`config.mk`:
```
export PLATFORM = sky130hd
export DESIGN_NAME = sram_frame_reader
export DESIGN_NICKNAME = d
export VERILOG_FILES = /design/src/rtl/sram_frame_reader_pkg.sv /design/src/rtl/sram_frame_reader_sync_fifo.sv /design/src/rtl/sram_frame_reader.sv
export SDC_FILE = /design/constraint.sdc
export NUM_CORES = 1
export LEC_CHECK = 0
export CORE_ASPECT_RATIO = 0.9
export CORE_MARGIN = 2
export CORE_UTILIZATION = 45
export CTS_CLUSTER_SIZE = 14
export DETAILED_ROUTE_END_ITERATION = 12
export HOLD_SLACK_MARGIN = 0.08
export PLACE_DENSITY = 0.74
export SLEW_MARGIN = 0
export SYNTH_ARGS = -nofsm -noshare
export SYNTH_HDL_FRONTEND = slang
export SYNTH_SLANG_ARGS = --single-unit
```
`constraint.sdc`:
```
create_clock -name clk -period 2 [get_ports clk]
set_clock_uncertainty 0.2 [all_clocks]
set_input_delay 0.2 -clock clk [delete_from_list [all_inputs] [get_ports clk]]
set_output_delay 0.2 -clock clk [all_outputs]
set_load 0.01 [all_outputs]
```
`src/rtl/sram_frame_reader_pkg.sv`:
```
// Shared definitions for the raster-scan frame SRAM reader.
//   - Image/SRAM geometry defaults shared with the frame SRAM.
//   - FSM state encoding.
//   - Bit positions of the pixel tags {eof, eol, sof} stored above the pixel
//     value in each output FIFO entry.
package sram_frame_reader_pkg;

   localparam int IMG_W_DEF      = 1024;
   localparam int IMG_H_DEF      = 1024;
   localparam int ADDR_SZ_DEF    = 20;
   localparam int RAM_WIDTH_DEF  = 8;
   localparam int FIFO_DEPTH_DEF = 4;

   typedef enum logic [1:0] {
      ST_IDLE  = 2'd0,
      ST_READ  = 2'd1,
      ST_DRAIN = 2'd2
   } state_t;

   localparam int TAG_SOF = 0;
   localparam int TAG_EOL = 1;
   localparam int TAG_EOF = 2;
   localparam int TAG_W   = 3;

   // Counter width that stays legal for a dimension of 1.
   function automatic int cnt_w(input int v);
      return (v > 1) ? $clog2(v) : 1;
   endfunction

endpackage

```
`src/rtl/sram_frame_reader_sync_fifo.sv`:
```
// Synchronous FIFO (registered head, not fall-through) used as the output
// buffer of sram_frame_reader.
// Ports:
//   clk, rst_n      clock, async active-low reset (empties the FIFO)
//   push, wdata     write request and data; ignored when full unless popping
//   pop             read request; ignored when empty
//   rdata           head entry
//   count           occupancy (0..DEPTH)
//   full, empty     occupancy flags
module sync_fifo #(
   parameter int WIDTH = 11,
   parameter int DEPTH = 4
) (
   input  logic                     clk,
   input  logic                     rst_n,
   input  logic                     push,
   input  logic [WIDTH-1:0]         wdata,
   input  logic                     pop,
   output logic [WIDTH-1:0]         rdata,
   output logic [$clog2(DEPTH):0]   count,
   output logic                     full,
   output logic                     empty
);

   localparam int AW = $clog2(DEPTH);

   logic [WIDTH-1:0] mem [DEPTH];
   logic [AW-1:0]    wr_ptr;
   logic [AW-1:0]    rd_ptr;
   logic             do_push;
   logic             do_pop;

   assign empty   = (count == '0);
   assign full    = (count == (AW+1)'(DEPTH));
   assign do_pop  = pop && !empty;
   assign do_push = push && (!full || do_pop);
   assign rdata   = mem[rd_ptr];

   always_ff @(posedge clk or negedge rst_n) begin
      if (!rst_n) begin
         wr_ptr <= '0;
         rd_ptr <= '0;
         count  <= '0;
      end else begin
         if (do_push) wr_ptr <= wr_ptr + AW'(1);
         if (do_pop)  rd_ptr <= rd_ptr + AW'(1);
         case ({do_push, do_pop})
            2'b10:   count <= count + (AW+1)'(1);
            2'b01:   count <= count - (AW+1)'(1);
            default: count <= count;
         endcase
      end
   end

   always_ff @(posedge clk) begin
      if (do_push) mem[wr_ptr] <= wdata;
   end

endmodule

```
`src/rtl/sram_frame_reader.sv`:
```
// Raster-scan read controller for the frame SRAM. A start pulse reads the
// whole frame, one SRAM read per pixel, and streams pixels over valid/ready
// with sof/eol/eof markers. Reads are only issued when the output FIFO is
// guaranteed to have room for them, so backpressure never loses data.
//
// Optional build macro SRAM_FRAME_READER_HFLIP_EN adds input hflip: when set
// at start, each line is read right-to-left; tags follow output order.
//
// Ports:
//   clk, rst_n          clock, async active-low reset (abandons any frame)
//   start               frame request, sampled only in IDLE
//   hflip               (macro only) mirror lines horizontally
//   busy, done          frame in progress / one-cycle end-of-frame pulse
//   sram_en, sram_we    SRAM read enable, write enable (always 0)
//   sram_addr           SRAM read address
//   sram_data           SRAM read data, valid the cycle after sram_en
//   pix_data/valid      output pixel stream
//   pix_ready           consumer accept
//   pix_sof/eol/eof     frame/line markers of the current pixel
//
// state    | meaning
// ---------+-----------------------------------------------------------
// ST_IDLE  | waiting for start; no reads
// ST_READ  | issuing reads in raster order, throttled by FIFO credit
// ST_DRAIN | all reads issued; waiting for the eof pixel to handshake
module sram_frame_reader
   import sram_frame_reader_pkg::*;
#(
   parameter int IMG_W      = IMG_W_DEF,
   parameter int IMG_H      = IMG_H_DEF,
   parameter int ADDR_SZ    = ADDR_SZ_DEF,
   parameter int RAM_WIDTH  = RAM_WIDTH_DEF,
   parameter int FIFO_DEPTH = FIFO_DEPTH_DEF
) (
   input  logic                 clk,
   input  logic                 rst_n,
   input  logic                 start,
`ifdef SRAM_FRAME_READER_HFLIP_EN
   input  logic                 hflip,
`endif
   output logic                 busy,
   output logic                 done,
   output logic                 sram_en,
   output logic                 sram_we,
   output logic [ADDR_SZ-1:0]   sram_addr,
   input  logic [RAM_WIDTH-1:0] sram_data,
   output logic [RAM_WIDTH-1:0] pix_data,
   output logic                 pix_valid,
   input  logic                 pix_ready,
   output logic                 pix_sof,
   output logic                 pix_eol,
   output logic                 pix_eof
);

   localparam int XW = cnt_w(IMG_W);
   localparam int YW = cnt_w(IMG_H);
   localparam int CW = $clog2(FIFO_DEPTH) + 1;
   localparam int FW = RAM_WIDTH + TAG_W;

   state_t state;
   state_t state_nxt;

   logic [XW-1:0]      x;
   logic [YW-1:0]      y;
   logic [ADDR_SZ-1:0] base;
   logic [XW-1:0]      col;
   logic               last_x;
   logic               last_y;

   logic               issue;
   logic               done_c;
   logic               room;
   logic [CW:0]        occ;

   // One read in flight between issue and FIFO write; its tags ride along.
   logic               rd_vld;
   logic [TAG_W-1:0]   rd_tag;

   logic [FW-1:0]      fifo_rdata;
   logic [CW-1:0]      fifo_count;
   logic               fifo_full;
   logic               fifo_empty;
   logic               pop_eof;

   assign last_x = (x == XW'(IMG_W - 1));
   assign last_y = (y == YW'(IMG_H - 1));

`ifdef SRAM_FRAME_READER_HFLIP_EN
   logic hflip_q;
   assign col = hflip_q ? (XW'(IMG_W - 1) - x) : x;
`else
   assign col = x;
`endif

   // Credit: FIFO occupancy plus the read still in the SRAM pipe.
   assign occ     = {1'b0, fifo_count} + (CW+1)'(rd_vld);
   assign room    = !fifo_full && (occ < (CW+1)'(FIFO_DEPTH));
   assign pop_eof = !fifo_empty && pix_ready && fifo_rdata[RAM_WIDTH+TAG_EOF];

   always_ff @(posedge clk or negedge rst_n) begin
      if (!rst_n) state <= ST_IDLE;
      else        state <= state_nxt;
   end

   always_comb begin
      state_nxt = state;
      issue     = 1'b0;
      done_c    = 1'b0;
      case (state)
         ST_IDLE: begin
            if (start) state_nxt = ST_READ;
         end
         ST_READ: begin
            issue = room;
            if (room && last_x && last_y) state_nxt = ST_DRAIN;
         end
         ST_DRAIN: begin
            done_c = pop_eof;
            if (pop_eof) state_nxt = ST_IDLE;
         end
         default: state_nxt = ST_IDLE;
      endcase
   end

   // Raster position with a running line base so no multiplier is needed.
   always_ff @(posedge clk or negedge rst_n) begin
      if (!rst_n) begin
         x    <= '0;
         y    <= '0;
         base <= '0;
`ifdef SRAM_FRAME_READER_HFLIP_EN
         hflip_q <= 1'b0;
`endif
      end else if (state == ST_IDLE && start) begin
         x    <= '0;
         y    <= '0;
         base <= '0;
`ifdef SRAM_FRAME_READER_HFLIP_EN
         hflip_q <= hflip;
`endif
      end else if (issue) begin
         if (last_x) begin
            x <= '0;
            if (last_y) begin
               y    <= '0;
               base <= '0;
            end else begin
               y    <= y + YW'(1);
               base <= base + ADDR_SZ'(IMG_W);
            end
         end else begin
            x <= x + XW'(1);
         end
      end
   end

   always_ff @(posedge clk or negedge rst_n) begin
      if (!rst_n) begin
         rd_vld <= 1'b0;
         rd_tag <= '0;
      end else begin
         rd_vld <= issue;
         rd_tag <= {last_x && last_y, last_x, (x == '0) && (y == '0)};
      end
   end

   sync_fifo #(
      .WIDTH (FW),
      .DEPTH (FIFO_DEPTH)
   ) u_fifo (
      .clk   (clk),
      .rst_n (rst_n),
      .push  (rd_vld),
      .wdata ({rd_tag, sram_data}),
      .pop   (pix_ready),
      .rdata (fifo_rdata),
      .count (fifo_count),
      .full  (fifo_full),
      .empty (fifo_empty)
   );

   assign busy      = (state != ST_IDLE);
   assign done      = done_c;
   assign sram_en   = issue;
   assign sram_we   = 1'b0;
   assign sram_addr = (state == ST_READ) ? (base + ADDR_SZ'(col)) : '0;

   // Gate the head entry so an empty FIFO presents all-zero outputs.
   assign pix_valid = !fifo_empty;
   assign pix_data  = fifo_empty ? '0 : fifo_rdata[RAM_WIDTH-1:0];
   assign pix_sof   = !fifo_empty && fifo_rdata[RAM_WIDTH+TAG_SOF];
   assign pix_eol   = !fifo_empty && fifo_rdata[RAM_WIDTH+TAG_EOL];
   assign pix_eof   = !fifo_empty && fifo_rdata[RAM_WIDTH+TAG_EOF];

endmodule

```
==> metrics.yaml <==
status:
  status: "complete, but fails checks"
  violations: "setup timing"
yosys:
  async_reset_ff_share_pct: 49.4
  yosysWarningCount: 0
  netlist-cell-type-count: 46
  synth_area_um2: 4220
  netlist_instances: 355
  synth-edff-count: 44
  synthFlopType: "edfxtp_1"
  synth_top_area_cell: "edfxtp_1"
  syn_area_per_cell_um2: 11.9
  yosys-top-cells-area: "edfxtp_1 31%, dfrtp_1 25%, mux4_2 5.9%, and2_1 5.3%, nand3_1 3.0%"
  netlist.area_leader.share_pct: 31.3
  synth-seq-area-share_pct: 56.8
  synth-seq-cells: 87
  synth_fp_nets: 377
timing:
  finalMaxSlewViolations: 0
  setup_viol: 18
  rsz0062_at_grt: "true"
  tns_ns: -1.72
  min_period_ns: 2.17
  hold_viol_final: 0
  max_freq_mhz: 460
  postLayoutSetupSlackWorst_ns: -0.174
  period_share_pct: 109
floorplan:
  fp.dieW_um: 106
  die_h_um: 95.9
  ioPinCount: 48
  design.die.area_um2: 10200
  start_util_pct: 46.3
  core_um2: 9130
  num_rows: 33
global_routing:
  grt.total_usage_pct: 20.0
  antenna_found_initial: 0
  grt.overflow.total: 0
  grt_pass1_wl_um: 15600
  grt_pass1_vias: 3162
  grt_max_degree: 25
min_path:
  hold_class: "primary input to async pin"
layout:
  final_util_pct: 63.9
  regArea_um2: 2400
  synthToLayoutAreaGrowth_pct: 38.1
  antenna_cells: 0
  drive_gt1_share_pct: 41.6
  fillers: 689
  multiInputGateArea_um2: 1880
  fin_nets: 507
power_and_ir_drop:
  vdd_drop_max_mv: 0.613
  p_per_area_nw_per_um2: 1290
  power_leakage_nw: 2.40
clocking:
  clockRootBuffer: "clkbuf_8"
  clockBufferDepth: 2
  htreeDepth: 3
  numCtsBuffers: 9
  cts.sinks: 87
  cts_tree: "yes"
  insertion_delay_ns: 0.35
  path_clk_slew_ns: 0.09
detailed_routing:
  vias: 3277
  first_pass_iters: 5
  route.detailed.wl_per_inst_um: 16.7
  drtAntennaViolNets: 0
  routed_wl_um: 10200
  drt_iter0_markers: 200
  vias_per_cell: 5.35
  post-route-drc-count: 0
placement:
  io_buffers: 46
  hpwlAfterDp_um: 6520
  gp_congestion: 0.902
setup_path:
  rr_worst_depth: 7
  critPathMaxFanout: 3
  cp.required_ns: 1.60
  r2r_slack_ns: -0.09
  cp.arrival_ns: 1.77
  worstSetupPathType: "flip-flop to primary output"
  cp-start-kind: "flip-flop"
  r2r_start: "u_fifo.count[2]"
  rr_endpoint: "base[12]"
  end_kind: "primary output"
job:
  drv_cap: 0
## critical path, cell delays in order, from the launching register on
cell	delay, ns
dfrtp_1	0.42
buf_6	0.15
buf_12	0.11
mux4_2	0.47
and2_4	0.17
buf_6	0.11
## cell families (layout without fill, tap and decap cells)
| logic type | Yosys count | in the layout | synth area share (%) |
|---|---|---|---|
| simple gates | 152 | 153 | 19.7 |
| flops | 87 | 87 | 56.8 |
| compound gates | 51 | 51 | 7.17 |
| buf+inv | 29 | 163 | 4.38 |
| xor+xnor | 14 | 14 | 2.90 |
| mux | 11 | 11 | 5.87 |
| fa+ha+maj | 10 | 10 | 3.14 |
| other cells | 1 | 1 | 0.0888 |
## synthesized netlist by cell type (2+ instances only)
cell type,count
buf_2,3
nor4b_1,2
a21oi_1,13
clkbuf_1,5
buf_6,4
dfrtp_1,43
nor4_1,4
mux4_2,11
nand2b_1,3
and3_1,4
xor2_1,6
nor2_1,29
nand3b_1,2
buf_4,2
edfxtp_1,44
and2_1,36
ha_1,9
o21ai_0,19
nand2_1,17
nand3_1,25
nor2b_1,2
inv_1,11
or3_1,8
nor3_1,5
a31oi_1,3
o31ai_1,5
xnor2_1,8
clkinv_8,2
nand4_1,7
o211ai_1,7
## what timing repair did
action,CTS,global route
pin swaps,17,24
endpoints found under the setup margin,47,97
cloned,3,2
buffers inserted,11,7
endpoints found under the hold margin,43,0
hold buffers,1,0
resized for setup,111,98
## flip-flops by register name, summed over array words and instances (netlist names)
register,flops
base,10
col,10
rd_tag,3
rd_vld,1
state,2
u_fifo.count,3
u_fifo.mem,44
u_fifo.rd_ptr,2
u_fifo.wr_ptr,2
y,10
## per-stage QoR
step | setup WS, ns | cells | hold slack, ns | cell area (µm²) | power [mW]
after floorplan | -0.0489 | 355 | -0.296 | 4270 | 4.13
after global placement | -0.191 | 575 | -0.00473 | 5290 | 5.52
after detailed placement | -0.243 | 575 | -0.00992 | 5290 | 5.61
after CTS | -0.243 | 605 | 0.141 | 5660 | 7.14
after global routing | -0.251 | 612 | 0.190 | 5830 | 7.91
final | -0.174 | 612 | 0.151 | 5830 | 7.50
## cells in the final DEF, fill, tap and decap left out, types with 3 or more instances in the layout
cell type	instances
mux4_2	11
clkdlybuf4s50_1	10
inv_6	3
and3_1	4
o31ai_1	3
nor2_1	25
nand2_1	14
o21ai_0	10
and2_1	23
xor2_1	6
o211ai_1	7
dlygate4sd2_1	3
a21oi_2	6
clkbuf_8	9
a21oi_1	7
buf_12	3
edfxtp_1	44
buf_4	68
a31oi_1	3
o21ai_1	8
nand3_1	23
buf_2	5
buf_6	25
or3_4	5
or3_1	4
clkbuf_2	17
inv_1	8
and2_4	13
nor3_2	3
xnor2_1	8
nand4_1	7
dfrtp_1	43
ha_1	8
## layer usage
layer / wire length (µm) / vias up / GRT usage (%) / part of all wire, %
met3: 523 / 27 / 3.18 / 5.1
met5: 0 / - / 0 / 0
met4: 244 / 0 / 7.02 / 2.4
met1: 4240 / 1613 / 26.2 / 42
met2: 5210 / 86 / 34.3 / 51
li1: - / 1551 / - / -
## worst max-delay path by stage
stage                           startpoint               to  slack [ns]  cells past startpoint
after floorplan                     col[0]         base[14]       -0.05                      9
after global placement           pix_ready             done       -0.19                      5
after detailed placement         pix_ready  u_fifo.count[2]       -0.24                      9
after CTS                 u_fifo.rd_ptr[0]      pix_data[6]       -0.24                      6
after global routing      u_fifo.rd_ptr[0]      pix_data[1]       -0.25                      5
final                     u_fifo.rd_ptr[0]      pix_data[1]       -0.17                      5
## area by class of cell
class | count | share of cell area [%]
well taps | 122 | 2.62
clock inverters | 6 | 1.18
flip-flops and latches | 87 | 41.1
clock buffers | 10 | 2.19
multi-input cells | 240 | 32.3
repair inverters | 1 | 0.150
inverters | 13 | 1.39
repair buffers | 133 | 19.1
## report_power, final
part           internal, mW  switching, mW
Clock                 0.585          0.632
Combinational          2.06           1.69
Sequential             2.32          0.207
Total                  4.97           2.53
Note: power is estimated with default switching activity, not from simulation.
